==> config.mk <==
export PLATFORM = sky130hd
export DESIGN_NAME = wb_trace_tx
export DESIGN_NICKNAME = d
export VERILOG_FILES = /design/src/rtl/trace_pkg.sv /design/src/rtl/trace_fifo.sv /design/src/rtl/wb_trace_tx.sv
export SDC_FILE = /design/constraint.sdc
export NUM_CORES = 1
export LEC_CHECK = 0
export CAP_MARGIN = 10
export CORE_MARGIN = 2
export CORE_UTILIZATION = 64
export CTS_CLUSTER_SIZE = 8
export DETAILED_ROUTE_END_ITERATION = 8
export GPL_ROUTABILITY_DRIVEN = 0
export PLACE_DENSITY = 0.85
export SLEW_MARGIN = 20
export SYNTH_ARGS = -nofsm -noshare
export SYNTH_HDL_FRONTEND = slang
export SYNTH_SLANG_ARGS = --single-unit
export TNS_END_PERCENT = 1
==> constraint.sdc <==
create_clock -name iw_clk -period 9.3 [get_ports iw_clk]
set_input_delay 1.395 -clock iw_clk [delete_from_list [all_inputs] [get_ports iw_clk]]
set_output_delay 1.395 -clock iw_clk [all_outputs]
set_load 0.01 [all_outputs]
==> src/rtl/trace_pkg.sv <==
// trace_pkg
// Shared definitions for the writeback trace transmitter:
//   - packet framing constants (sync byte, packet length)
//   - trace record field widths and bit offsets within the 88-bit record
//   - packed record struct matching those offsets
//   - serializer FSM state encoding
//   - pkt_byte(): maps a record and byte index to the outgoing stream byte
package trace_pkg;

  localparam logic [7:0] SYNC_BYTE = 8'hD1;
  localparam int         PKT_LEN   = 12;

  // Record field widths
  localparam int PC_W     = 24;
  localparam int INSTR_W  = 24;
  localparam int RESULT_W = 24;
  localparam int FLAGS_W  = 4;
  localparam int GP_W     = 4;
  localparam int SEQ_W    = 6;

  // Record field offsets, LSB first
  localparam int LOST_OFF   = 0;
  localparam int SEQ_OFF    = LOST_OFF + 1;
  localparam int WE_OFF     = SEQ_OFF + SEQ_W;
  localparam int TGT_OFF    = WE_OFF + 1;
  localparam int FLAGS_OFF  = TGT_OFF + GP_W;
  localparam int RESULT_OFF = FLAGS_OFF + FLAGS_W;
  localparam int INSTR_OFF  = RESULT_OFF + RESULT_W;
  localparam int PC_OFF     = INSTR_OFF + INSTR_W;
  localparam int REC_W      = PC_OFF + PC_W;

  // Field order mirrors the offsets above, MSB (pc) first
  typedef struct packed {
    logic [PC_W-1:0]     pc;
    logic [INSTR_W-1:0]  instr;
    logic [RESULT_W-1:0] result;
    logic [FLAGS_W-1:0]  flags;
    logic [GP_W-1:0]     tgt_gp;
    logic                we;
    logic [SEQ_W-1:0]    seq;
    logic                lost;
  } trace_rec_t;

  typedef enum logic {
    ST_IDLE = 1'b0,
    ST_SEND = 1'b1
  } tx_state_t;

  // Multi-byte fields go out MSB first
  function automatic logic [7:0] pkt_byte(input trace_rec_t rec, input logic [3:0] idx);
    logic [7:0] b;
    b = 8'h00;
    case (idx)
      4'd0:    b = SYNC_BYTE;
      4'd1:    b = {rec.flags, rec.tgt_gp};
      4'd2:    b = {rec.lost, rec.we, rec.seq};
      4'd3:    b = rec.pc[23:16];
      4'd4:    b = rec.pc[15:8];
      4'd5:    b = rec.pc[7:0];
      4'd6:    b = rec.instr[23:16];
      4'd7:    b = rec.instr[15:8];
      4'd8:    b = rec.instr[7:0];
      4'd9:    b = rec.result[23:16];
      4'd10:   b = rec.result[15:8];
      4'd11:   b = rec.result[7:0];
      default: b = 8'h00;
    endcase
    return b;
  endfunction

endpackage

==> src/rtl/trace_fifo.sv <==
// trace_fifo
// Synchronous record FIFO, DEPTH x WIDTH, no write-to-read bypass.
// Ports:
//   clk, rst_n   clock, asynchronous active-low reset (empties the FIFO)
//   push         write wr_data (ignored while full)
//   pop          advance read pointer (ignored while empty)
//   wr_data      record to store
//   rd_data      record at the head, valid while !empty
//   full, empty  registered occupancy flags
//   level        current number of stored records
module trace_fifo #(
  parameter int DEPTH = 4,
  parameter int WIDTH = 88
) (
  input  logic                     clk,
  input  logic                     rst_n,
  input  logic                     push,
  input  logic                     pop,
  input  logic [WIDTH-1:0]         wr_data,
  output logic [WIDTH-1:0]         rd_data,
  output logic                     full,
  output logic                     empty,
  output logic [$clog2(DEPTH):0]   level
);

  localparam int              AW       = $clog2(DEPTH);
  localparam logic [AW:0]     FULL_LVL = (AW+1)'(DEPTH);

  logic [WIDTH-1:0] mem [DEPTH];
  logic [AW-1:0]    wr_ptr;
  logic [AW-1:0]    rd_ptr;
  logic [AW:0]      count;
  logic             do_push;
  logic             do_pop;

  assign full    = (count == FULL_LVL);
  assign empty   = (count == '0);
  assign level   = count;
  assign do_push = push && !full;
  assign do_pop  = pop && !empty;
  assign rd_data = mem[rd_ptr];

  // Storage needs no reset; the empty flag guards every read
  always_ff @(posedge clk) begin
    if (do_push) begin
      mem[wr_ptr] <= wr_data;
    end
  end

  // Pointers wrap naturally since DEPTH is a power of two
  always_ff @(posedge clk or negedge rst_n) begin
    if (!rst_n) begin
      wr_ptr <= '0;
      rd_ptr <= '0;
      count  <= '0;
    end else begin
      if (do_push) begin
        wr_ptr <= wr_ptr + 1'b1;
      end
      if (do_pop) begin
        rd_ptr <= rd_ptr + 1'b1;
      end
      if (do_push && !do_pop) begin
        count <= count + 1'b1;
      end else if (do_pop && !do_push) begin
        count <= count - 1'b1;
      end
    end
  end

endmodule

==> src/rtl/wb_trace_tx.sv <==
// wb_trace_tx
// Retirement-trace transmitter. Captures each retired instruction from the
// writeback stage into a record FIFO and serializes records as 12-byte
// framed packets on a valid/ready byte stream.
// Ports:
//   iw_clk, iw_rst_n        core clock, asynchronous active-low reset
//   iw_en                   trace enable; events ignored while low
//   iw_wb_valid             an instruction retires this cycle
//   iw_wb_pc/instr/result   24-bit PC, instruction word, writeback result
//   iw_wb_we, iw_wb_tgt_gp  GP write flag and target index
//   iw_wb_flags             {Z,N,C,V} after the instruction
//   ow_tx_valid/ow_tx_data  outgoing byte stream
//   iw_tx_ready             sink accepts the current byte
//   ow_drop_cnt             saturating count of events lost to a full FIFO
//   ow_busy                 FIFO non-empty or packet in flight (registered)
// DEPTH must be a power of two and at least 2.
module wb_trace_tx
  import trace_pkg::*;
#(
  parameter int DEPTH = 4
) (
  input  logic        iw_clk,
  input  logic        iw_rst_n,
  input  logic        iw_en,
  input  logic        iw_wb_valid,
  input  logic [23:0] iw_wb_pc,
  input  logic [23:0] iw_wb_instr,
  input  logic        iw_wb_we,
  input  logic [3:0]  iw_wb_tgt_gp,
  input  logic [23:0] iw_wb_result,
  input  logic [3:0]  iw_wb_flags,
  output logic        ow_tx_valid,
  output logic [7:0]  ow_tx_data,
  input  logic        iw_tx_ready,
  output logic [7:0]  ow_drop_cnt,
  output logic        ow_busy
);

  localparam int         LW      = $clog2(DEPTH) + 1;
  localparam logic [3:0] LAST_IX = 4'(PKT_LEN - 1);

  logic             wb_event;
  logic             fifo_push;
  logic             fifo_pop;
  logic             fifo_full;
  logic             fifo_empty;
  logic [LW-1:0]    fifo_level;
  logic [LW-1:0]    level_next;
  logic [REC_W-1:0] wr_rec;
  logic [REC_W-1:0] rd_rec;

  logic [SEQ_W-1:0] seq;
  logic             lost;
  logic [7:0]       drop_cnt;

  tx_state_t        state;
  tx_state_t        state_next;
  logic [3:0]       idx;
  logic [3:0]       idx_next;
  logic             load_pkt;
  trace_rec_t       pkt;
  logic             busy;
  logic             busy_next;

  assign wb_event  = iw_en && iw_wb_valid;
  // Fullness is the registered flag, so a same-edge pop cannot rescue an event
  assign fifo_push = wb_event && !fifo_full;

  // Record carries the pre-increment seq and the lost flag from before this event
  always_comb begin
    wr_rec = '0;
    wr_rec[PC_OFF     +: PC_W]     = iw_wb_pc;
    wr_rec[INSTR_OFF  +: INSTR_W]  = iw_wb_instr;
    wr_rec[RESULT_OFF +: RESULT_W] = iw_wb_result;
    wr_rec[FLAGS_OFF  +: FLAGS_W]  = iw_wb_flags;
    wr_rec[TGT_OFF    +: GP_W]     = iw_wb_tgt_gp;
    wr_rec[WE_OFF]                 = iw_wb_we;
    wr_rec[SEQ_OFF    +: SEQ_W]    = seq;
    wr_rec[LOST_OFF]               = lost;
  end

  trace_fifo #(
    .DEPTH (DEPTH),
    .WIDTH (REC_W)
  ) u_fifo (
    .clk     (iw_clk),
    .rst_n   (iw_rst_n),
    .push    (fifo_push),
    .pop     (fifo_pop),
    .wr_data (wr_rec),
    .rd_data (rd_rec),
    .full    (fifo_full),
    .empty   (fifo_empty),
    .level   (fifo_level)
  );

  // seq advances on every event, stored or dropped; lost stays set until a store
  always_ff @(posedge iw_clk or negedge iw_rst_n) begin
    if (!iw_rst_n) begin
      seq      <= '0;
      lost     <= 1'b0;
      drop_cnt <= '0;
    end else if (wb_event) begin
      seq <= seq + 1'b1;
      if (fifo_full) begin
        lost <= 1'b1;
        if (drop_cnt != 8'hFF) begin
          drop_cnt <= drop_cnt + 1'b1;
        end
      end else begin
        lost <= 1'b0;
      end
    end
  end

  // On the final byte handshake a waiting record is loaded straight into
  // the packet register so back-to-back packets have no bubble
  always_comb begin
    state_next = state;
    idx_next   = idx;
    fifo_pop   = 1'b0;
    load_pkt   = 1'b0;
    case (state)
      ST_IDLE: begin
        if (!fifo_empty) begin
          fifo_pop   = 1'b1;
          load_pkt   = 1'b1;
          idx_next   = 4'd0;
          state_next = ST_SEND;
        end
      end
      ST_SEND: begin
        if (iw_tx_ready) begin
          if (idx == LAST_IX) begin
            idx_next = 4'd0;
            if (!fifo_empty) begin
              fifo_pop = 1'b1;
              load_pkt = 1'b1;
            end else begin
              state_next = ST_IDLE;
            end
          end else begin
            idx_next = idx + 4'd1;
          end
        end
      end
      default: begin
        state_next = ST_IDLE;
        idx_next   = 4'd0;
      end
    endcase
  end

  // Busy is registered, so it is derived from the post-edge occupancy
  always_comb begin
    level_next = fifo_level + LW'(fifo_push) - LW'(fifo_pop);
    busy_next  = (state_next == ST_SEND) || (level_next != '0);
  end

  always_ff @(posedge iw_clk or negedge iw_rst_n) begin
    if (!iw_rst_n) begin
      state <= ST_IDLE;
      idx   <= 4'd0;
      pkt   <= '0;
      busy  <= 1'b0;
    end else begin
      state <= state_next;
      idx   <= idx_next;
      busy  <= busy_next;
      if (load_pkt) begin
        pkt <= trace_rec_t'(rd_rec);
      end
    end
  end

  // Byte mux driven from registered state only, so data holds during stalls
  always_comb begin
    ow_tx_valid = 1'b0;
    ow_tx_data  = 8'h00;
    if (state == ST_SEND) begin
      ow_tx_valid = 1'b1;
      ow_tx_data  = pkt_byte(pkt, idx);
    end
  end

  assign ow_drop_cnt = drop_cnt;
  assign ow_busy     = busy;

endmodule

Word level (Yosys, flattened, before mapping). Memory sizes are Yosys's and may differ from the RTL's. A register that Yosys moved wholly into a read port is not among the register bits. Index checks and enable logic that the tools add are counted.

$add $sub $neg: 9. Equal/unequal tests: 15. Multiplexer cells: 19. Bitwise gates (word level): 1. Reduce and logical (&&, ||, !) cells: 18.

Operators by type and width (count): $pmux W8 S12 (1); $eq A4 B3 Y1 const B (4); $eq A4 B4 Y1 const B (4); $mux W4 (3); $mux W1 (9); $add A8 B1 Y8 const B (1); $eq A4 B2 Y1 const B (2); $mux W8 (1); $ne A8 B8 Y1 const B (1); $pmux W4 S2 (1); $add A6 B1 Y6 const B (1); $logic_and A1 B1 Y1 (6); $mux W3 (2); $logic_not A1 Y1 (5); $add A2 B1 Y2 const B (2); $add A4 B1 Y4 const B (1); $eq A4 B1 Y1 const B (1); $logic_not A4 Y1 (1); $ne A2 B2 Y1 const B (2); $pmux W1 S2 (2); $add A3 B1 Y3 (1); $add A3 B1 Y3 const B (1); $eq A3 B3 Y1 const B (1); $logic_not A3 Y1 (1); other kinds (8) (8).

Register bits after elaboration: 28. RAM bits: 352. Logic and storage cells: 72. Memories: 1.

Memory list: u_fifo.mem (depth 4, width 88, rd ports 1, clocked after memory_dff 1, write ports 1, RTL line trace_fifo.sv:29) `logic [WIDTH-1:0] mem [DEPTH];`.

Logic depth before layout (Yosys ltp). Gate-level depths: netlist (run 1).

Depth after elaboration: 9. Depth in mapped cells: 12. Gate-level depth less buffers: 10.

Modules after synthesis. From an unflattened synthesis (run 1), not the netlist that was laid out.

Cells, all modules: 898. Area, all modules: 18327.6 µm².

Modules (own cells, without submodules): trace_fifo (times used 1, cells an instance 496, area an instance 13217.7 µm², seq. area each 10745.3 µm²); wb_trace_tx (times used 1, cells an instance 402, area an instance 5109.9 µm², seq. area each 2727.6 µm²).

Worst setup path after synthesis (run 1). OpenSTA, ideal clock, no wires.

Path type: in2reg. Start: input iw_en. End: memory u_fifo.mem[0][0], enable pin. Library setup time: 0.457 ns. Arrival time: 3.867 ns. Required time: 8.843 ns. Setup slack: 4.976 ns. Cell stages on the path: 3. Path buffers: 1. Cells stage by stage: and2_1 -> clkbuf_1 -> and3_1.

Longest elaborated chain between the ends: 5.

RTL lines: start: declaration (RTL line wb_trace_tx.sv:24) `input logic iw_en,`; $logic_and A1 B1 Y1 (RTL line wb_trace_tx.sv:65) `assign wb_event = iw_en && iw_wb_valid;`; $logic_and A1 B1 Y1 (RTL line wb_trace_tx.sv:67) `assign fifo_push = wb_event && !fifo_full;`; $logic_and A1 B1 Y1 (RTL line trace_fifo.sv:39) `assign do_push = push && !full;`; $mux W1 (RTL line trace_fifo.sv:45) `if (do_push) begin`; $mux W1 (not written as such) (RTL line trace_fifo.sv:46) `mem[wr_ptr] <= wr_data;`; end: declaration (RTL line trace_fifo.sv:29).

No other way between the ends.

Worst setup path in the final report (run 1).
Start: register idx[0]. End: output ow_tx_data[2].

Longest elaborated chain between the ends: 3. Elaborated cells on any way between the ends: 14.

RTL lines: start: declaration (RTL line wb_trace_tx.sv:58) `logic [3:0] idx;`; start signal: assignment (RTL line wb_trace_tx.sv:168) `idx <= idx_next;`; $eq A4 B4 Y1, or another cell as far along (RTL line trace_pkg.sv:53) `case (idx)`; $pmux W8 S12 (*) (RTL line trace_pkg.sv:53); $mux W8 (*) (RTL line wb_trace_tx.sv:180) `if (state == ST_SEND) begin`; end: declaration (RTL line wb_trace_tx.sv:33) `output logic [7:0] ow_tx_data,`.

Mark *: on every way between the ends. The rest lies on a longest branch, timed or not.

==> summary.md, run 1 <==
| Metric | Value |
|---|---|
| Status | finished, final reports clean |
| Clk_skew | 0.0201 ns |
| Met2 Wirelength | 19400 um |
| Worst-path cell chain | inv_1 -> ha_1 -> a22oi_1 -> a311oi_1 -> a21oi_1 -> a21oi_1 -> clkdlybuf4s50_1 |
| Setup_tns | 0 ns |
| Die Wd | 172 um |
| Yosys top cell area share | 0.582 |
| RSZ-0062 raised after global routing | no |
| Synth area leaders | edfxtp_1 58%, dfrtp_1 16%, mux4_2 11%, mux2_2 5.7%, ha_1 0.90% |
| Async set or reset register ratio after synthesis | 0.248 |
| Syn Area/Cell | 20.1 um^2 |
| Port Buffers | 103 |
| Kind of critical path | flop to output pin |
| Clock sink count | 468 |
| WP data arrival | 3.59 ns |
| Startpoint Class | flop |
| Final Hold Vio Count | 0 |
| Most used cell, CP | a21oi_1 |
| Cell taking the most area after synthesis | edfxtp_1 |
| Core Box Area | 27900 um^2 |
| Top Layer Used | met5 |
| # nets final | 1136 |
| Seq/Total Area, Yosys | 0.742 |
| Yosys warnings | 0 |
| Leak Pwr | 7.48 nW |
| Layout cells sized above 1 | 0.254 |
| Cts hold-fix bufs | 0 |
| CP Capture Type | output pin |
| Tcrit/Tclk final | 0.536 |
| Max-slew violations | 0 |
| H-Tree Depth | 3 |
| Mapped cell area | 18200 um^2 |
| Most common cell in the synthesized netlist | edfxtp_1 |
| Post-route ant nets | 0 |
| VDD IR max | 0.000216 V |
| Cells after Synth | 905 |
| Area Growth Syn to Fin | 18.7% |
| Max_cap viols | 0 |
| Critical-path top delay cell | ha_1 |
| Final setup fails | 0 |
| Routed wire length | 38200 um |
| Ports | 104 |
| Congestion Overflow GR | 0 |
| Num CTS Buffers | 68 |
| Row cnt | 61 |
| Remaining DRCs | 0 |
| CP max stage delay | 0.76 ns |
| DRT met1 WL | 15200 um |
| Starting DRT DRC Count | 1118 |
| Fillers | 1430 |
| Hold/Removal Path Class | flop to flop |
| Detailed placement HPWL | 21100 um |
| Predominant post-synthesis flop cell | edfxtp_1 |
| Clock Latency Late Sink | 0.56 ns |
| Pin count of the biggest net entering global routing | 84 |
| Least-Margin Pin Slew | 1.05 ns |
| First-pass GRT wire length | 57400 um |
| Die Footprint | 29700 um^2 |
| PwrDens | 322 nW/um^2 |
| Post-route minimum period | 4.98 ns |
| Req. time, crit path | 7.91 ns |
| # resized after CTS | 0 |
| Top cells by count, synth | 352 x edfxtp_1, 116 x dfrtp_1, 92 x mux2_2, 88 x mux4_2, 30 x clkbuf_1 |
| Design Area, Final | 21600 um^2 |
| Placed inst area | 19500 um^2 |
| Fmax | 201 MHz |
| CTS tree | done |
| Final worst slack | 4.32 ns |
| Max_slew headroom | 0.302 |
| Post-synth EDFFs | 352 |
| Wire length on met3 | 2440 um |
| Net count after synthesis | 1006 |
| Synth unique cells | 46 |
| CTS Root Cell | clkbuf_16 |
| Initial antenna violation count | 2 |
| Wirelength per Cell | 26.0 um |
| Via count | 9272 |
| Initial Util | 0.652 |
| GR Util All Layers | 0.268 |
| Postcts setup bufs | 0 |
| First drt pass iteration count | 5 |
| Pre-CTS WS | 5.00 ns |
| DR vias/cell | 6.32 |
| Register bit total from synthesis | 468 |
| Clock slew at reported path FFs | 0.05 ns |
| Worst-path maximum fanout | 25 |
| Number of global-route vias before repair | 9475 |
| Clk buf depth | 3 |
| Die Ht | 172 um |
area by class of cell:
cell class / instances / area, um^2 / area share
Sequential cell: 468 / 13500 / 0.626
Multi-Input combinational cell: 374 / 4450 / 0.206
Clock buffer: 117 / 1930 / 0.0894
Timing Repair Buffer: 113 / 1120 / 0.0521
Tap cell: 378 / 473 / 0.0219
Clock inverter: 5 / 58.8 / 0.00273
Inverter: 10 / 37.5 / 0.00174
Antenna cell: 1 / 2.50 / 0.000116
layer usage:
metal,up-vias,global-route usage
met2,414,0.431
li1,3927,-
met5,-,0
met4,2,0.0954
met3,76,0.0513
met1,4853,0.375
cells by family after synthesis:
kind of cell	after synthesis	synth area share
flops	468	0.742
mux	186	0.170
simple gates	75	0.0218
compound gates	80	0.0320
xor+xnor	18	0.00868
fa+ha+maj	15	0.0112
buf+inv	63	0.0145
sequential cells by signal (all words and copies together), names as in the netlist, 2 cells and up:
signal,cells
u_fifo.mem,352
pkt,88
ow_drop_cnt,8
seq,6
idx,4
u_fifo.level,3
u_fifo.rd_ptr,2
u_fifo.wr_ptr,2
where the power goes:
part           internal, mW  leakage, nW  switching, mW
Combinational         0.833         1.91          0.809
Clock                  1.40        0.946          0.863
Sequential             2.68         4.63          0.355
Total                  4.91         7.48           2.03
per-stage QoR:
step | power, mW | instances | utilization | hold WS (ns)
floorplan | 4.06 | 905 | - | 0.472
global placement | 4.58 | 1342 | 0.701 | 0.490
detailed placement | 4.65 | 1342 | 0.701 | 0.491
CTS | 6.96 | 1464 | 0.773 | 0.510
global route | 7.19 | 1465 | 0.774 | 0.522
finish | 6.94 | 1466 | 0.774 | 0.510
worst max-delay path: cells and delay by family, from the launching register on:
kind / cells / cell delay (ns)
adder cells (fa/ha/maj): 1 / 0.76
buffers and inverters: 2 / 0.73
AO/OA/AOI/OAI: 4 / 1.07
flip-flops: 1 / 0.45
path summary, 6_finish.rpt:
kind / cells past startpoint / slack, ns / to / start
max reg2reg: 9 / 5.87 / ow_busy / idx[0]
min reg2reg: 1 / 0.51 / u_fifo.level[2] / u_fifo.level[2]
min in group asynchronous: 1 / 0.95 / ow_drop_cnt[6] / iw_rst_n
min: 1 / 0.51 / u_fifo.level[2] / u_fifo.level[2]
max in group asynchronous: 2 / 7.08 / u_fifo.rd_ptr[0] / iw_rst_n
max: 7 / 4.32 / ow_tx_data[2] / idx[0]
cell usage in the layout (no fill, tap or decap), types with 4 or more instances in the layout:
| cell type | synthesis | final |
|---|---|---|
| edfxtp_1 | 352 | 352 |
| dfrtp_1 | 116 | 114 |
| clkdlybuf4s50_1 | 0 | 102 |
| mux2_2 | 92 | 92 |
| mux4_2 | 88 | 88 |
| clkbuf_16 | 0 | 69 |
| clkbuf_1 | 30 | 46 |
| nand2_1 | 27 | 27 |
| a21oi_1 | 18 | 17 |
| a22oi_1 | 13 | 13 |
| ha_1 | 13 | 13 |
| xnor2_1 | 12 | 12 |
| inv_1 | 10 | 10 |
| o21ai_0 | 10 | 10 |
| buf_4 | 0 | 10 |
| nand3_1 | 9 | 9 |
| a22o_1 | 7 | 7 |
| a211oi_1 | 6 | 6 |
| a221oi_1 | 6 | 6 |
| mux2i_1 | 6 | 6 |
| xor2_1 | 6 | 6 |
| nor2_1 | 5 | 5 |
| a311oi_1 | 5 | 5 |
| nand4_1 | 5 | 5 |
| nor2b_1 | 4 | 4 |
| nand3b_1 | 4 | 4 |
| a31oi_1 | 4 | 4 |
| and3_4 | 0 | 4 |
(Power assumes the default switching activity.)
==> run 2: changes to the inputs <==
- CORE_UTILIZATION: 64 -> 53
- PLACE_DENSITY: 0.85 -> 0.75
- clock period: 9.3 -> 4.5 ns (I/O delays scaled with it)
==> run 2 against run 1 <==
Compared with the run above: sequential share of layout area decreased by 0.61 points; register-to-register slack got worse by 4.5 ns; global-route usage decreased by 6.2 points; flip-flop and latch count unchanged; critical path type unchanged; final area increased by 0.99%; via count decreased by 3.5%; clock power increased by 110%; die area increased by 20%; non-clock buffer count increased by 8; setup slack got worse by 4.0 ns.
==> summary.md, run 2 (synthesis results as in run 1) <==
| Metric | Value |
|---|---|
| CP Capture Type | output pin |
| Delay-heaviest family, CP | adder cells |
| P_int | 10.2 mW (+110%) |
| WP data arrival | 3.48 ns (-0.11 ns) |
| Max reg flops | 352 (unchanged) |
| Clock slew at reported path FFs | 0.05 ns (about the same) |
| Area Growth Syn to Fin | 19.9% |
| Max-slew violations | 0 (unchanged) |
| Leak Pwr | 7.54 nW (+0.82%) |
| Worst-path maximum fanout | 25 (unchanged) |
| Switch share | 0.285 (-0.00724) |
| Postcts setup bufs | 0 (unchanged) |
| First-pass GRT wire length | 55000 um (-4.1%) |
| Post-route ant nets | 0 (unchanged) |
| Num CTS Buffers | 68 (unchanged) |
| Setup_tns | 0 ns (unchanged) |
| Via count | 8944 (-3.5%) |
| Core Box Area | 33600 um^2 (+21%) |
| Post-route minimum period | 4.15 ns |
| # nets final | 1144 (+0.70%) |
| R2R Path End | ow_busy |
| Detailed placement HPWL | 21700 um (+2.9%) |
| Crit path buf inv count | 1 (-1) |
| Cts hold-fix bufs | 0 (unchanged) |
| Clock Latency Late Sink | 0.55 ns (about the same) |
| Worst r2r src | idx[0] |
| Commonest cells after routing, fill and taps aside | 352 x edfxtp_1, 114 x dfrtp_1, 102 x clkdlybuf4s50_1 |
| First drt pass iteration count | 5 (unchanged) |
| Clock sink count | 468 (unchanged) |
| Clock power share | 0.326 (about the same) |
| Routed wire length | 35700 um (-6.6%) |
| Req. time, crit path | 3.83 ns (-4.08 ns) |
| Layout cells sized above 1 | 0.258 (+0.00430) |
| Fmax | 241 MHz |
| Tcrit/Tclk final | 0.922 |
| Clk_skew | 0.0173 ns (-0.00283 ns) |
| Hold/Removal Path Class | primary input to async pin |
| Antenna cells | 0 (-1) |
| Number of global-route vias before repair | 9211 (-2.8%) |
| Biggest register | u_fifo.mem |
| Worst Hold Slack | 0.245 ns (-0.265 ns) |
| Max_cap viols | 0 (unchanged) |
| CTS tree | done |
| Starting DRT DRC Count | 657 (-41%) |
| Final setup fails | 0 (unchanged) |
| Final Hold Vio Count | 0 (unchanged) |
| Worst-path cell chain | ha_1 -> or4_1 -> nand3_1 -> o32ai_1 -> clkdlybuf4s50_1 |
| Wirelength per Cell | 23.1 um (-11%) |
| RSZ-0062 raised after global routing | no |
| Design Area, Final | 21800 um^2 (+0.99%) |
| Ports | 104 (unchanged) |
| Congestion Overflow GR | 0 (unchanged) |
| Status | finished, final reports clean |
| Initial antenna violation count | 1 (-1) |
| CP max stage delay | 0.79 ns (+0.03 ns) |
| Placed inst area | 19800 um^2 (+1.2%) |
| PwrDens | 656 nW/um^2 (+100%) |
| # resized after CTS | 0 (unchanged) |
| Post-layout util | 0.647 (-0.126) |
| Die Wd | 189 um (+9.7%) |
| H-Tree Depth | 3 (unchanged) |
| Least-Margin Pin Slew | 0.930 ns (-0.117 ns) |
| Clk buf depth | 3 (unchanged) |
| Reg power frac | 0.437 (about the same) |
| Remaining DRCs | 0 (unchanged) |
| Sw power | 4.07 mW (+100%) |
| Critical-path top delay cell | ha_1 |
| Max_slew headroom | 0.380 (+0.0780) |
| CTS Root Cell | clkbuf_16 |
| Logic pwr share | 0.237 (about the same) |
| DR vias/cell | 5.79 (-8.4%) |
| Startpoint Class | flop |
| Port Buffers | 103 (unchanged) |
| Kind of critical path | flop to output pin |
| Die Ht | 189 um (+9.7%) |
| Pin count of the biggest net entering global routing | 72 (-14%) |
| Row cnt | 67 (+9.8%) |
| Worst R2R Setup Slack | 1.33 ns (-4.54 ns) |
| Die Footprint | 35700 um^2 (+20%) |
| Initial Util | 0.540 (-0.112) |
| Worst reg-to-reg path cell count | 9 (unchanged) |
| GR Util All Layers | 0.205 (-0.0624) |
| VDD IR max | 0.000465 V (+120%) |
| Commonest non-fill, non-tap cell in the layout | edfxtp_1 |
run 2: worst max-delay path by stage:
stage	from	to	slack, ns	cells past startpoint
floorplan	iw_en	u_fifo.mem[0][0]	0.90	3
global placement	idx[0]	ow_tx_data[5]	0.99	5
detailed placement	idx[0]	ow_tx_data[5]	0.95	5
CTS	idx[0]	ow_tx_data[5]	0.38	5
global route	idx[0]	ow_tx_data[5]	0.25	5
finish	idx[0]	ow_tx_data[5]	0.35	5
run 2: power by group through the flow:
stage	sequential, mW	combinational [mW]	clock (mW)
2_1_floorplan	5.89	2.49	0
3_3_place_gp	6.29	3.34	0
3_5_place_dp	6.31	3.40	0
4_1_cts	6.24	3.43	4.74
5_1_grt	6.33	3.64	4.93
6_report	6.24	3.39	4.66
run 2: final cells by class:
| cell class | count | area [um^2] |
|---|---|---|
| Clock buffer | 119 | 1950 |
| Clock inverter | 4 | 53.8 |
| Fill cell | 2196 | 11900 |
| Inverter | 10 | 37.5 |
| Multi-Input combinational cell | 374 | 4450 |
| Sequential cell | 468 | 13500 |
| Tap cell | 448 | 561 |
| Timing Repair Buffer | 121 | 1240 |
run 2: metrics by stage:
stage	worst slack, ns	std cells	power (mW)
floorplan	0.896	905	8.38
global route	0.253	1544	14.9
finish	0.350	1544	14.3
CTS	0.375	1544	14.4
detailed placement	0.945	1421	9.71
global placement	0.992	1421	9.63
run 2: per-layer routing:
metal	routed length [um]	GRT usage	part of all wire	vias to the layer above
li1	-	-	-	3945
met1	15700	0.302	0.44	4640
met2	17200	0.319	0.48	294
met3	2060	0.0374	0.058	63
met4	671	0.0595	0.019	2
met5	9	0	0.00025	-
